[src/rtl/mem_arbiter.sv]
// Arbiter sharing one external memory port between instruction fetch and MEM-stage data.
// Data has priority; a starvation counter forces a fetch grant, and a timeout aborts hung transactions.
module mem_arbiter #(
  parameter int unsigned FETCH_STARVE = 4,
  parameter int unsigned TIMEOUT      = 255,
  parameter int unsigned TIMEOUT_W    = 8
) (
  input  logic        clock,
  input  logic        reset,
  input  logic        if_req,
  input  logic [31:0] if_addr,
  output logic        if_ack,
  output logic        if_err,
  output logic [31:0] if_rdata,
  input  logic        d_req,
  input  logic        d_we,
  input  logic [31:0] d_addr,
  input  logic [31:0] d_wdata,
  input  logic [3:0]  d_wstrb,
  output logic        d_ack,
  output logic        d_err,
  output logic [31:0] d_rdata,
  output logic        m_req,
  output logic        m_we,
  output logic [31:0] m_addr,
  output logic [31:0] m_wdata,
  output logic [3:0]  m_wstrb,
  input  logic        m_ack,
  input  logic [31:0] m_rdata,
  output logic        owner_d
);

  localparam logic [1:0] IDLE = 2'd0;
  localparam logic [1:0] BUSY = 2'd1;
  localparam logic [1:0] RESP = 2'd2;

  localparam int unsigned STARVE_W = (FETCH_STARVE < 1) ? 1 : $clog2(FETCH_STARVE + 1);
  localparam logic [STARVE_W-1:0]  STARVE_MAX = STARVE_W'(FETCH_STARVE);
  localparam logic [TIMEOUT_W-1:0] TMO_LAST   = TIMEOUT_W'(TIMEOUT - 1);

  logic [1:0]           state_q,    state_d;
  logic [STARVE_W-1:0]  starve_q,   starve_d;
  logic [TIMEOUT_W-1:0] tmo_q,      tmo_d;
  logic                 m_req_q,    m_req_d;
  logic                 m_we_q,     m_we_d;
  logic [31:0]          m_addr_q,   m_addr_d;
  logic [31:0]          m_wdata_q,  m_wdata_d;
  logic [3:0]           m_wstrb_q,  m_wstrb_d;
  logic                 owner_q,    owner_d_d;
  logic                 if_ack_q,   if_ack_d;
  logic                 if_err_q,   if_err_d;
  logic [31:0]          if_rdata_q, if_rdata_d;
  logic                 d_ack_q,    d_ack_d;
  logic                 d_err_q,    d_err_d;
  logic [31:0]          d_rdata_q,  d_rdata_d;

  logic grant_data;
  logic grant_fetch;

  // A saturated starve count hands a tie to fetch.
  assign grant_data  = d_req && !(if_req && (starve_q == STARVE_MAX));
  assign grant_fetch = if_req && !grant_data;

  always_comb begin
    state_d    = state_q;
    starve_d   = starve_q;
    tmo_d      = tmo_q;
    m_req_d    = m_req_q;
    m_we_d     = m_we_q;
    m_addr_d   = m_addr_q;
    m_wdata_d  = m_wdata_q;
    m_wstrb_d  = m_wstrb_q;
    owner_d_d  = owner_q;
    if_ack_d   = if_ack_q;
    if_err_d   = if_err_q;
    if_rdata_d = if_rdata_q;
    d_ack_d    = d_ack_q;
    d_err_d    = d_err_q;
    d_rdata_d  = d_rdata_q;

    case (state_q)
      IDLE: begin
        if (grant_data) begin
          state_d   = BUSY;
          m_req_d   = 1'b1;
          m_we_d    = d_we;
          m_addr_d  = d_addr;
          m_wdata_d = d_wdata;
          m_wstrb_d = d_wstrb;
          owner_d_d = 1'b1;
          tmo_d     = '0;
        end else if (grant_fetch) begin
          state_d   = BUSY;
          m_req_d   = 1'b1;
          m_we_d    = 1'b0;
          m_addr_d  = if_addr;
          m_wdata_d = '0;
          m_wstrb_d = '1;
          owner_d_d = 1'b0;
          tmo_d     = '0;
        end

        if (!if_req || grant_fetch) begin
          starve_d = '0;
        end else if (grant_data && (starve_q != STARVE_MAX)) begin
          starve_d = starve_q + STARVE_W'(1);
        end
      end

      BUSY: begin
        tmo_d = tmo_q + TIMEOUT_W'(1);
        // m_ack takes precedence over a timeout expiring in the same cycle.
        if (m_ack) begin
          state_d = RESP;
          m_req_d = 1'b0;
          if (owner_q) begin
            d_ack_d = 1'b1;
            d_err_d = 1'b0;
            if (!m_we_q) begin
              d_rdata_d = m_rdata;
            end
          end else begin
            if_ack_d   = 1'b1;
            if_err_d   = 1'b0;
            if_rdata_d = m_rdata;
          end
        end else if (tmo_q == TMO_LAST) begin
          state_d = RESP;
          m_req_d = 1'b0;
          if (owner_q) begin
            d_ack_d = 1'b1;
            d_err_d = 1'b1;
          end else begin
            if_ack_d = 1'b1;
            if_err_d = 1'b1;
          end
        end
      end

      RESP: begin
        state_d  = IDLE;
        if_ack_d = 1'b0;
        if_err_d = 1'b0;
        d_ack_d  = 1'b0;
        d_err_d  = 1'b0;
      end

      default: begin
        state_d = IDLE;
        m_req_d = 1'b0;
      end
    endcase
  end

  always_ff @(posedge clock or negedge reset) begin
    if (!reset) begin
      state_q    <= IDLE;
      starve_q   <= '0;
      tmo_q      <= '0;
      m_req_q    <= 1'b0;
      m_we_q     <= 1'b0;
      m_addr_q   <= '0;
      m_wdata_q  <= '0;
      m_wstrb_q  <= '0;
      owner_q    <= 1'b0;
      if_ack_q   <= 1'b0;
      if_err_q   <= 1'b0;
      if_rdata_q <= '0;
      d_ack_q    <= 1'b0;
      d_err_q    <= 1'b0;
      d_rdata_q  <= '0;
    end else begin
      state_q    <= state_d;
      starve_q   <= starve_d;
      tmo_q      <= tmo_d;
      m_req_q    <= m_req_d;
      m_we_q     <= m_we_d;
      m_addr_q   <= m_addr_d;
      m_wdata_q  <= m_wdata_d;
      m_wstrb_q  <= m_wstrb_d;
      owner_q    <= owner_d_d;
      if_ack_q   <= if_ack_d;
      if_err_q   <= if_err_d;
      if_rdata_q <= if_rdata_d;
      d_ack_q    <= d_ack_d;
      d_err_q    <= d_err_d;
      d_rdata_q  <= d_rdata_d;
    end
  end

  assign if_ack   = if_ack_q;
  assign if_err   = if_err_q;
  assign if_rdata = if_rdata_q;
  assign d_ack    = d_ack_q;
  assign d_err    = d_err_q;
  assign d_rdata  = d_rdata_q;
  assign m_req    = m_req_q;
  assign m_we     = m_we_q;
  assign m_addr   = m_addr_q;
  assign m_wdata  = m_wdata_q;
  assign m_wstrb  = m_wstrb_q;
  assign owner_d  = owner_q;

endmodule

[config.mk]
export PLATFORM = sky130hd
export DESIGN_NAME = mem_arbiter
export DESIGN_NICKNAME = d
export VERILOG_FILES = /design/src/rtl/mem_arbiter.sv
export SDC_FILE = /design/constraint.sdc
export NUM_CORES = 1
export LEC_CHECK = 0
export BUFFER_PORTS_ARGS = -buffer_cell sky130_fd_sc_hd__buf_2
export CAP_MARGIN = 10
export CORE_ASPECT_RATIO = 1.1
export CORE_UTILIZATION = 35
export DETAILED_ROUTE_END_ITERATION = 16
export GPL_ROUTABILITY_DRIVEN = 0
export PLACE_DENSITY_LB_ADDON = 0.08
export SLEW_MARGIN = 30
export SYNTH_ARGS = -nofsm -noshare
export SYNTH_HDL_FRONTEND = slang
export SYNTH_SLANG_ARGS = --single-unit
[constraint.sdc]
create_clock -name clock -period 1.9 [get_ports clock]
set_input_delay 0.095 -clock clock [delete_from_list [all_inputs] [get_ports clock]]
set_output_delay 0.095 -clock clock [all_outputs]
set_load 0.005 [all_outputs]
# After elaboration in Yosys (flattened, before gate mapping)
# Index checks and enable logic that the tools add are counted.
dict set report word_totals {
  register_bits 152
  in_bits 138
  out_inout_bits 139
  word_cells 94
}
dict set report op_classes {
  n_addsub 2
  eq_ne 9
  muxes 42
  bitwise_logic 3
  n_reduce_logical 23
}
# cell count
set ops {}
lappend ops {{two-way mux 32 bit} 4}
lappend ops {{two-way mux 1 bit} 21}
lappend ops {{two-way mux 8 bit} 2}
lappend ops {{case mux 8 bit (2 select lines)} 1}
lappend ops {{AND reduction 3 bit} 4}
lappend ops {{AND reduction 2 bit} 5}
lappend ops {{!= test 3 bit, second input constant} 3}
lappend ops {{adder 8 x 1 -> 8 bit, second input constant} 1}
lappend ops {{== test 8 bit, second input constant} 1}
lappend ops {{two-way mux 2 bit} 4}
lappend ops {{two-way mux 4 bit} 2}
lappend ops {{case mux 1 bit (2 select lines)} 4}
lappend ops {{nonzero test 2 bit} 4}
lappend ops {{two-way mux 3 bit} 2}
lappend ops {{logical AND 1 bit} 4}
lappend ops {{!= test 2 bit, second input constant} 2}
lappend ops {{case mux 2 bit (2 select lines)} 1}
lappend ops {{AND reduction 4 bit} 1}
lappend ops {{adder 3 x 1 -> 3 bit, second input constant} 1}
lappend ops {{== test 3 bit, second input constant} 1}
lappend ops {{logical NOT 1 bit} 3}
lappend ops {{NOT 1 bit} 3}
lappend ops {{case mux 1 bit (3 select lines)} 1}
lappend ops {{== test 2 x 1 -> 1 bit, second input constant} 1}
lappend ops {{3 further kinds} 3}

# Longest topological paths before layout
# Gate-level depths: netlist of run 1.
dict set report logic_depth {
  ltp_word 9
  mapped_depth 8
  ltp_nobuf 6
}

# Worst setup path after synthesis of run 1
# No wires, ideal clock.
dict set report synth_timing {
  path_kind {register -> register}
  start {register state_q[1]}
  end {register if_rdata_q[10], in the netlist if_rdata[10]}
  setup_ns 0.125
  t_arrival_ns 1.461
  required_ns 1.775
  slack_ns 0.315
  path_stages_with_launch 7
  n_path_buf 2
  period_less_slack_ns 1.585
  path_cell_list {dfrtp_1 > inv_1 > ha_1 > buf_4 > nand3_1 > buf_2 > mux2_2}
}
dict set report synth_between {
  elab_chain_len 2
}
# element line_no
set synth_rtl {}
lappend synth_rtl {{start, declared} 41} ;# logic [1:0] state_q, state_d;
lappend synth_rtl {{start signal, assigned} 173} ;# state_q <= state_d;
lappend synth_rtl {{== test 2 x 1 -> 1 bit} 81} ;# case (state_q)
lappend synth_rtl {{AND reduction 3 bit (no line)} --}
lappend synth_rtl {{end signal, assigned} 184} ;# if_rdata_q <= if_rdata_d;
lappend synth_rtl {{end, declared} 52} ;# logic [31:0] if_rdata_q, if_rdata_d;
# No other way between the ends.
# A chain may end at the register's enable or synchronous reset.

# Worst setup path after layout of run 1
dict set report layout_timing {
  start {register state_q[1]}
  end {register tmo_q[7]}
}
dict set report layout_between {
  elab_chain_len 3
  word_cells_on_any_way 6
  cone_classes {eq/ne (2); mux (1); reduce/logical (3)}
}
# element line_no
set layout_rtl {}
lappend layout_rtl {{logical NOT 2 bit / == test 2 x 1 -> 1 bit (equally long branches)} 81}
lappend layout_rtl {{!= test 3 bit (no line) / nonzero test 2 bit (equally long branches)} --}
lappend layout_rtl {{AND reduction 2 bit (no line)} --}
lappend layout_rtl {{end signal, assigned} 175} ;# tmo_q <= tmo_d;
lappend layout_rtl {{end, declared} 43} ;# logic [TIMEOUT_W-1:0] tmo_q, tmo_d;
# Parallel ways exist; a longest one is shown, timed or not.

==> results of run 1 <==
[Yosys cell counts (2+ instances only)]
cell type    n  area share
a21oi_1      4      0.0032
a22o_1      33       0.046
a31oi_1     35       0.035
buf_12       3      0.0095
buf_2       17       0.013
buf_4        3      0.0036
buf_6        2      0.0036
clkbuf_1     6      0.0036
dfrtp_1    152        0.60
ha_1         7       0.014
inv_1        7      0.0042
mux2_2      34       0.061
mux2_4      30       0.071
nand2_1     74       0.044
nand3_1      6      0.0047
nand4_1      3      0.0030
nor2_1      44       0.026
nor2_2       2      0.0020
nor3_1       4      0.0032
o21ai_0     13       0.010
o22a_1       4      0.0055
xnor2_1      5      0.0069
[metal layers]
layer | routed length, µm | vias to the layer above | global-route usage
li1 | - | 2606 | -
met1 | 7650 | 2623 | 0.236
met2 | 8720 | 215 | 0.328
met3 | 1270 | 30 | 0.0648
met4 | 403 | 0 | 0.0820
met5 | 0 | - | 0
[path summary, 6_finish.rpt]
check | start | endpoint | slack (ps) | cells past startpoint
max reg2reg | state_q[1] | tmo_q[7] | 160 | 7
min | if_req | starve_q[1] | 40 | 3
min in group asynchronous | reset | d_rdata[12] | 210 | 2
max in group asynchronous | reset | m_addr[0] | 990 | 3
max | state_q[1] | tmo_q[7] | 160 | 7
min reg2reg | m_req | m_req | 490 | 1
[flip-flops by register name, indices dropped and copies added (netlist names), 2 cells and up]
register,count
d_rdata,32
starve_q,3
m_wdata,32
m_addr,32
m_wstrb,4
tmo_q,8
state_q,2
if_rdata,32
[critical path: stages, from the launching register on]
cell	delay, ps
dfrtp_1	370
inv_1	80
ha_1	230
nor3b_2	170
buf_4	170
nor4_1	370
xnor2_1	160
nor2_1	60
[stage by stage]
stage | cell area, µm² | hold WS [ps]
floorplan | 6320 | -201
detailed placement | 8010 | 103
CTS | 9960 | 26.1
global route | 9960 | 60.4
finish | 9960 | 39.5
global placement | 8010 | 101
[final cells by class]
| type | instances | area, µm² | area share |
|---|---|---|---|
| clock buffer | 17 | 425 | 0.0427 |
| multi-input combinational | 315 | 2290 | 0.230 |
| inverter | 7 | 26.3 | 0.00264 |
| timing repair buffer | 428 | 2930 | 0.294 |
| sequential | 152 | 3800 | 0.382 |
| tap | 238 | 298 | 0.0299 |
| clock inverter | 14 | 186 | 0.0187 |
[layout by cell type, fill, tap and decap left out, types with 2 or more instances in the layout]
| cell type | netlist | final |
|---|---|---|
| buf_2 | 17 | 275 |
| dfrtp_1 | 152 | 152 |
| dlygate4sd3_1 | 0 | 134 |
| nand2_1 | 74 | 74 |
| nor2_1 | 44 | 44 |
| a31oi_1 | 35 | 35 |
| mux2_2 | 34 | 34 |
| a22o_1 | 33 | 33 |
| mux2_4 | 30 | 30 |
| clkbuf_16 | 0 | 17 |
| o21ai_0 | 13 | 13 |
| buf_4 | 3 | 13 |
| inv_1 | 7 | 7 |
| ha_1 | 7 | 7 |
| nand3_1 | 6 | 5 |
| xnor2_1 | 5 | 5 |
| inv_6 | 0 | 5 |
| buf_12 | 3 | 5 |
| a21oi_1 | 4 | 4 |
| nor3_1 | 4 | 4 |
| o22a_1 | 4 | 4 |
| nand4_1 | 3 | 3 |
| bufinv_16 | 0 | 3 |
| clkinv_4 | 0 | 3 |
| or2_2 | 1 | 2 |
| nand3_2 | 1 | 2 |
| clkinvlp_4 | 0 | 2 |
[kinds of logic after synthesis]
group	synth area share
adder cells (fa/ha/maj)	0.0138
AO/OA/AOI/OAI	0.107
AND/OR/NAND/NOR	0.0979
buffers and inverters	0.0378
XOR/XNOR	0.00692
flip-flops	0.602
multiplexers	0.135
[power by group through the flow]
stage	combinational [mW]	clock [mW]	sequential, mW
6_report	5.48	3.52	5.57
5_1_grt	6.05	3.78	5.76
4_1_cts	5.52	3.62	5.56
3_5_place_dp	5.32	0	5.58
3_3_place_gp	5.20	0	5.55
2_1_floorplan	2.81	0	5.65
==> qor.csv, run 1 <==
stage,metric,value,unit
layout,fin_util,0.564,
pwr,ir_worst_vdd,737,µV
drt,first_iter_violations,218,
sta,worst_slew_pin_slew,537,ps
pwr,power_frac_seq,0.382,
pwr,clkPwrFrac,0.242,
global_routing,grt_pass1_vias,5774,
clocking,clkSinkCount,152,
global_routing,antenna_found_initial,0,
sta,slew_viol_final,0,
sta,rsz0062_at_grt,false,
clocking,cts.repair.resized,0,
flow_run,max_cap_violations,0,
drt,wl_per_cell,15.4,µm
clocking,hold_buffers,134,
clocking,clockBufferDepth,2,
drt,via_per_inst,4.67,
pwr,power_leakage,4.94,nW
critical_path,arrival,2030,ps
pwr,power.total,14.6,mW
critical_path,critPathRequiredTime,2180,ps
synthesis,syn_area_per_cell,12.5,µm²
sta,finClkSkew,10.2,ps
synthesis,ys.flop_type,dfrtp_1,
pwr,power_density,1460,mW/mm²
synthesis,synth-edff-count,0,
drt,wl,18000,µm
drt,drt_first_pass_iters,4,
layout,drive_gt1_frac,0.429,
pwr,p_sw,4.76,mW
status,status,"complete, no violations",
synthesis,netlist_instances,505,
die,core,0.0177,mm²
layout,area_delta_synth_final,57.5,%
sta,final_hold_viol_count,0,
critical_path,worstSetupStartpointType,register,
drt,route.detailed.drc,0,
clocking,numCtsBuffers,17,
sta,slew_headroom,0.642,
sta,layout_setup_ws,156,ps
die,die_w,130,µm
global_routing,grt_pass1_wl,28300,µm
die,io_pins,277,
critical_path,criticalPathCategory,register to register,
place,port_buffers,276,
die,start_util,0.358,
clocking,cts_tree,built,
synthesis,async_flop_share,1.00,
critical_path,end_kind,register,
layout,num_antenna_cells,0,
pwr,p_comb_frac,0.376,
place,dp_hpwl,12100,µm
pwr,p_int,9.81,mW
synthesis,netlist_area,0.00632,mm²
die,rows,51,
sta,fmax,0.573,GHz
critical_path,crit_fanout,12,
die,dieArea,0.0186,mm²
synthesis,ys_types,39,
synthesis,yosysSeqAreaShare,0.602,
synthesis,ys_ff_latch,152,
sta,timing.setup.tns,0,ps
drt,drtAntennaViolNets,0,
clocking,postCtsSetupBuffers,0,
clocking,ctsHtreeMaxLevel,4,
layout,final_cells,1171,
synthesis,ys.warnings.count,0,
clocking,root_buffer,clkbuf_16,
global_routing,track_usage,0.198,
global_routing,grt_max_degree,56,
clocking,clock_latency,420,ps
place,dp_cells,1006,
sta,fin_crit_sh,0.918,
global_routing,grt-ovfl-total,0,
pwr,swShare,0.326,
hold_path,hold_class,input pin to register,
layout,fill_cells,1493,
sta,period_needed,1740,ps
drt,num_vias,5474,
place,dp_slack,184,ps
clocking,clk_pin_slew_worst_paths,70,ps
die,die-height,143,µm
synthesis,synth_nets,650,
sta,setup_violations,0,
layout,fin_nets,1066,
(Power assumes the default switching activity.)
==> run 2: changes to the inputs <==
Settings changed: CTS_BUF_LIST from default to sky130_fd_sc_hd__clkbuf_8.
Clock period 1.9 ns to 1.5 ns, I/O delays scaled along.
==> qor.csv, run 2 (synthesis gave the netlist of run 1 again) <==
stage,metric,value,unit
status,status,finished with violations,
status,violations,setup timing,
pwr,power_leakage,5.29,nW
sta,finClkSkew,19.4,ps
drt,via_per_inst,4.75,
clocking,clkSinkCount,152,
place,dp_cells,1019,
die,io_pins,277,
pwr,power.total,19.0,mW
clocking,numCtsBuffers,17,
pwr,power_density,1810,mW/mm²
sta,setup_violations,94,
global_routing,antenna_found_initial,0,
critical_path,criticalPathCategory,register to register,
clocking,clk_pin_slew_worst_paths,90,ps
drt,wl_per_cell,16.0,µm
sta,slew_viol_final,0,
critical_path,end_kind,register,
layout,area_delta_synth_final,66.2,%
drt,drtAntennaViolNets,0,
die,dieArea,0.0186,mm²
sta,worst_slew_pin_slew,401,ps
die,start_util,0.358,
global_routing,grt-ovfl-total,0,
sta,fin_crit_sh,1.04,
clocking,clockBufferDepth,2,
sta,rsz0062_at_grt,true,
critical_path,max_stage_delay,390,ps
flow_run,max_cap_violations,0,
die,core,0.0177,mm²
place,port_buffers,276,
clocking,cts_tree,built,
place,dp_slack,-164,ps
global_routing,grt_pass1_vias,5772,
critical_path,critPathRequiredTime,1840,ps
drt,first_iter_violations,245,
critical_path,crit_fanout,15,
place,dp_hpwl,11800,µm
clocking,root_buffer,clkbuf_8,
global_routing,grt_max_degree,44,
hold_path,hold_class,input pin to asynchronous set/reset pin,
drt,drt_first_pass_iters,4,
clocking,clock_latency,460,ps
drt,route.detailed.drc,0,
global_routing,track_usage,0.198,
clocking,ctsHtreeMaxLevel,4,
die,die-height,143,µm
layout,fin_util,0.595,
sta,layout_setup_ws,-58.9,ps
critical_path,cp_cell_sequence,inv_2 > ha_4 > nand3_2 > or2_4 > buf_12 > mux2_4,
sta,fmax,0.641,GHz
pwr,ir_worst_vdd,743,µV
layout,num_antenna_cells,0,
sta,final_hold_viol_count,0,
layout,final_cells,1202,
sta,period_needed,1560,ps
die,die_w,130,µm
critical_path,arrival,1900,ps
layout,layout_common_cells,"275 x buf_2, 152 x dfrtp_1, 136 x dlygate4sd3_1",
global_routing,grt_pass1_wl,28200,µm
layout,fin_nets,1096,
layout,final_common_cell,buf_2,
sta,slew_headroom,0.733,
critical_path,cp_slowest_cell,dfrtp_1,
die,rows,51,
critical_path,regToRegSetupSlack,-60,ps
drt,wl,19300,µm
drt,num_vias,5709,
layout,drive_gt1_frac,0.469,
critical_path,worstSetupStartpointType,register,
## run 2: repair_timing
item                                    in CTS  in global routing
gates cloned                                 2                  6
hold endpoints to repair                   290                  0
endpoints found under the setup margin     103                150
hold buffers                               136                  0
resized for setup                           23                 64
pin swaps                                    8                  9
buffers inserted                             4                  5
## run 2: final cells by class
type,instances,area (µm²)
Fill cell,1470,7160
Sequential cell,152,3800
Timing Repair Buffer,458,3420
Multi-Input combinational cell,315,2550
Tap cell,238,298
Clock buffer,17,234
Clock inverter,15,180
Inverter,7,28.8
## run 2: worst max-delay path, delay by kind of cell, from the launching register on
| kind | cells | cell delay [ps] |
|---|---|---|
| fa+ha+maj | 1 | 140 |
| buf+inv | 2 | 260 |
| flops | 1 | 390 |
| mux | 1 | 300 |
| simple gates | 2 | 370 |
## run 2: path summary, 6_finish.rpt
kind	start	to	cells past startpoint
worst min-delay path	reset	d_rdata[12]	2
worst max-delay path	state_q[1]	d_rdata[10]	6
worst min register to register	m_wdata[31]	m_wdata[31]	1
worst max register to register	state_q[1]	d_rdata[10]	6
min in group clock	m_ack	state_q[1]	4
max in group asynchronous	reset	m_wdata[5]	3
## run 2: layer usage
layer,track usage,vias to the layer above,part of all wire
met5,0,-,0
met4,0.0869,0,0.020
met3,0.0472,28,0.059
met2,0.340,216,0.51
met1,0.235,2791,0.41
li1,-,2674,-
## run 2: through the flow
stage          area, µm²  TNS [ps]  hold slack [ps]
4_1_cts            10200     -2480             76.4
5_1_grt            10500     -9540              100
6_report           10500     -2220             98.5
3_5_place_dp        8180     -7010             11.9
2_1_floorplan       6340     -2290             -221
3_3_place_gp        8180     -5580             10.4
## run 2: where the power goes
part	switching, mW	leakage, nW	total, mW	internal, mW
logic	3.67	3.24	8.69	5.02
clock network	1.72	0.210	3.26	1.54
registers	1.06	1.84	7.04	5.99
total	6.45	5.29	19.0	12.5
==> run 3: changes to the inputs <==
Settings changed: CORE_MARGIN from default to 1, TNS_END_PERCENT from default to 50.
==> qor.csv, run 3 (synthesis gave the netlist of run 1 again) <==
stage,metric,value,unit
status,status,finished with violations,
status,violations,setup timing,
die,dieArea,0.0186,mm²
place,dp_slack,-164,ps
die,core,0.0177,mm²
sta,period_needed,1550,ps
critical_path,cp_slowest_cell,dfrtp_1,
die,die-height,143,µm
critical_path,cp_cell_sequence,inv_2 > ha_4 > nand3_2 > or2_4 > buf_12 > mux2_4,
critical_path,criticalPathCategory,register to register,
layout,fin_nets,1096,
layout,area_delta_synth_final,64.6,%
clocking,clockBufferDepth,2,
clocking,ctsHtreeMaxLevel,4,
clocking,clk_pin_slew_worst_paths,90,ps
sta,fin_crit_sh,1.03,
flow_run,max_cap_violations,0,
die,rows,51,
drt,num_vias,5712,
pwr,power_density,1790,mW/mm²
sta,worst_slew_pin_slew,390,ps
pwr,power_leakage,5.14,nW
layout,drive_gt1_frac,0.470,
sta,slew_headroom,0.740,
clocking,clock_latency,450,ps
global_routing,grt_pass1_vias,5773,
global_routing,track_usage,0.198,
sta,hold-worst-slack,99.1,ps
layout,fill_cells,1492,
layout,final_common_cell,buf_2,
sta,fmax,0.647,GHz
critical_path,arrival,1880,ps
clocking,numCtsBuffers,17,
die,io_pins,277,
drt,first_iter_violations,229,
drt,routed-wl-met3,1210,µm
clocking,root_buffer,clkbuf_8,
sta,final_hold_viol_count,0,
critical_path,cp_num_buf_inv,2,
drt,route.detailed.drc,0,
global_routing,antenna_found_initial,0,
place,port_buffers,276,
die,start_util,0.358,
drt,wl_per_cell,15.9,µm
die,die_w,130,µm
global_routing,grt_max_degree,44,
sta,finClkSkew,18.2,ps
drt,wl_met2,9550,µm
layout,layout_common_cells,"275 x buf_2, 152 x dfrtp_1, 136 x dlygate4sd3_1",
hold_path,hold_class,input pin to asynchronous set/reset pin,
critical_path,crit_family,flip-flops,
sta,rsz0062_at_grt,true,
critical_path,critPathRequiredTime,1830,ps
clocking,cts_tree,built,
pwr,ir_worst_vdd,718,µV
sta,slew_viol_final,0,
critical_path,crit_fanout,15,
critical_path,max_stage_delay,390,ps
drt,drt_first_pass_iters,4,
clocking,clkSinkCount,152,
layout,num_antenna_cells,0,
global_routing,grt_pass1_wl,28200,µm
drt,wl_met1,7830,µm
drt,via_per_inst,4.75,
drt,drtAntennaViolNets,0,
drt,dr.max_layer_used,met4,
critical_path,worstSetupStartpointType,register,
global_routing,grt-ovfl-total,0,
drt,wl,19100,µm
sta,setup_violations,67,
place,dp_hpwl,11800,µm
critical_path,end_kind,register,
sta,layout_setup_ws,-46.8,ps
[run 3: metrics by stage]
step | area, µm² | total power [mW] | instances | util | setup TNS [ps]
floorplan | 6340 | 10.7 | 505 | - | -2290
global placement | 8180 | 13.9 | 1019 | 0.463 | -5580
detailed placement | 8180 | 14.1 | 1019 | 0.463 | -7010
CTS | 10100 | 18.2 | 1192 | 0.574 | -2460
global route | 10400 | 20.0 | 1202 | 0.589 | -8730
finish | 10400 | 18.6 | 1202 | 0.589 | -1360
[run 3: power breakdown]
part	switching, mW	total, mW	internal (mW)	leakage [nW]
sequential	1.01	7.00	5.98	1.84
clock	1.71	3.25	1.54	0.210
combinational	3.64	8.38	4.74	3.09
[run 3: cell type report]
cell class | instances | area, µm² | area share
Multi-Input combinational cell | 315 | 2450 | 0.235
Tap cell | 238 | 298 | 0.0286
Clock buffer | 17 | 234 | 0.0225
Sequential cell | 152 | 3800 | 0.365
Clock inverter | 15 | 180 | 0.0173
Inverter | 7 | 28.8 | 0.00276
Timing Repair Buffer | 458 | 3420 | 0.328
[run 3: path summary, 6_finish.rpt]
| check | end | depth (start not counted) | start | slack (ps) |
|---|---|---|---|---|
| setup / recovery | d_rdata[10] | 6 | state_q[1] | -50 |
| hold / removal | d_rdata[12] | 2 | reset | 100 |
| setup reg to reg | d_rdata[10] | 6 | state_q[1] | -50 |
| hold reg to reg | m_wdata[31] | 1 | m_wdata[31] | 500 |
| max in group asynchronous | m_wdata[5] | 3 | reset | 850 |
| min in group clock | state_q[1] | 4 | m_ack | 140 |
[run 3: routing by layer]
metal,track usage,vias to the layer above
li1,-,2671
met1,0.235,2768
met2,0.340,242
met3,0.0472,31
met4,0.0869,0
met5,0,-
[run 3: timing repair]
| action | CTS | global route |
|---|---|---|
| buffers inserted | 4 | 4 |
| hold buffers | 136 | 0 |
| gates cloned | 2 | 7 |
| resized for setup | 21 | 31 |
| pin swaps | 9 | 11 |
| setup endpoints to repair | 103 | 149 |
| endpoints found under the hold margin | 290 | 0 |
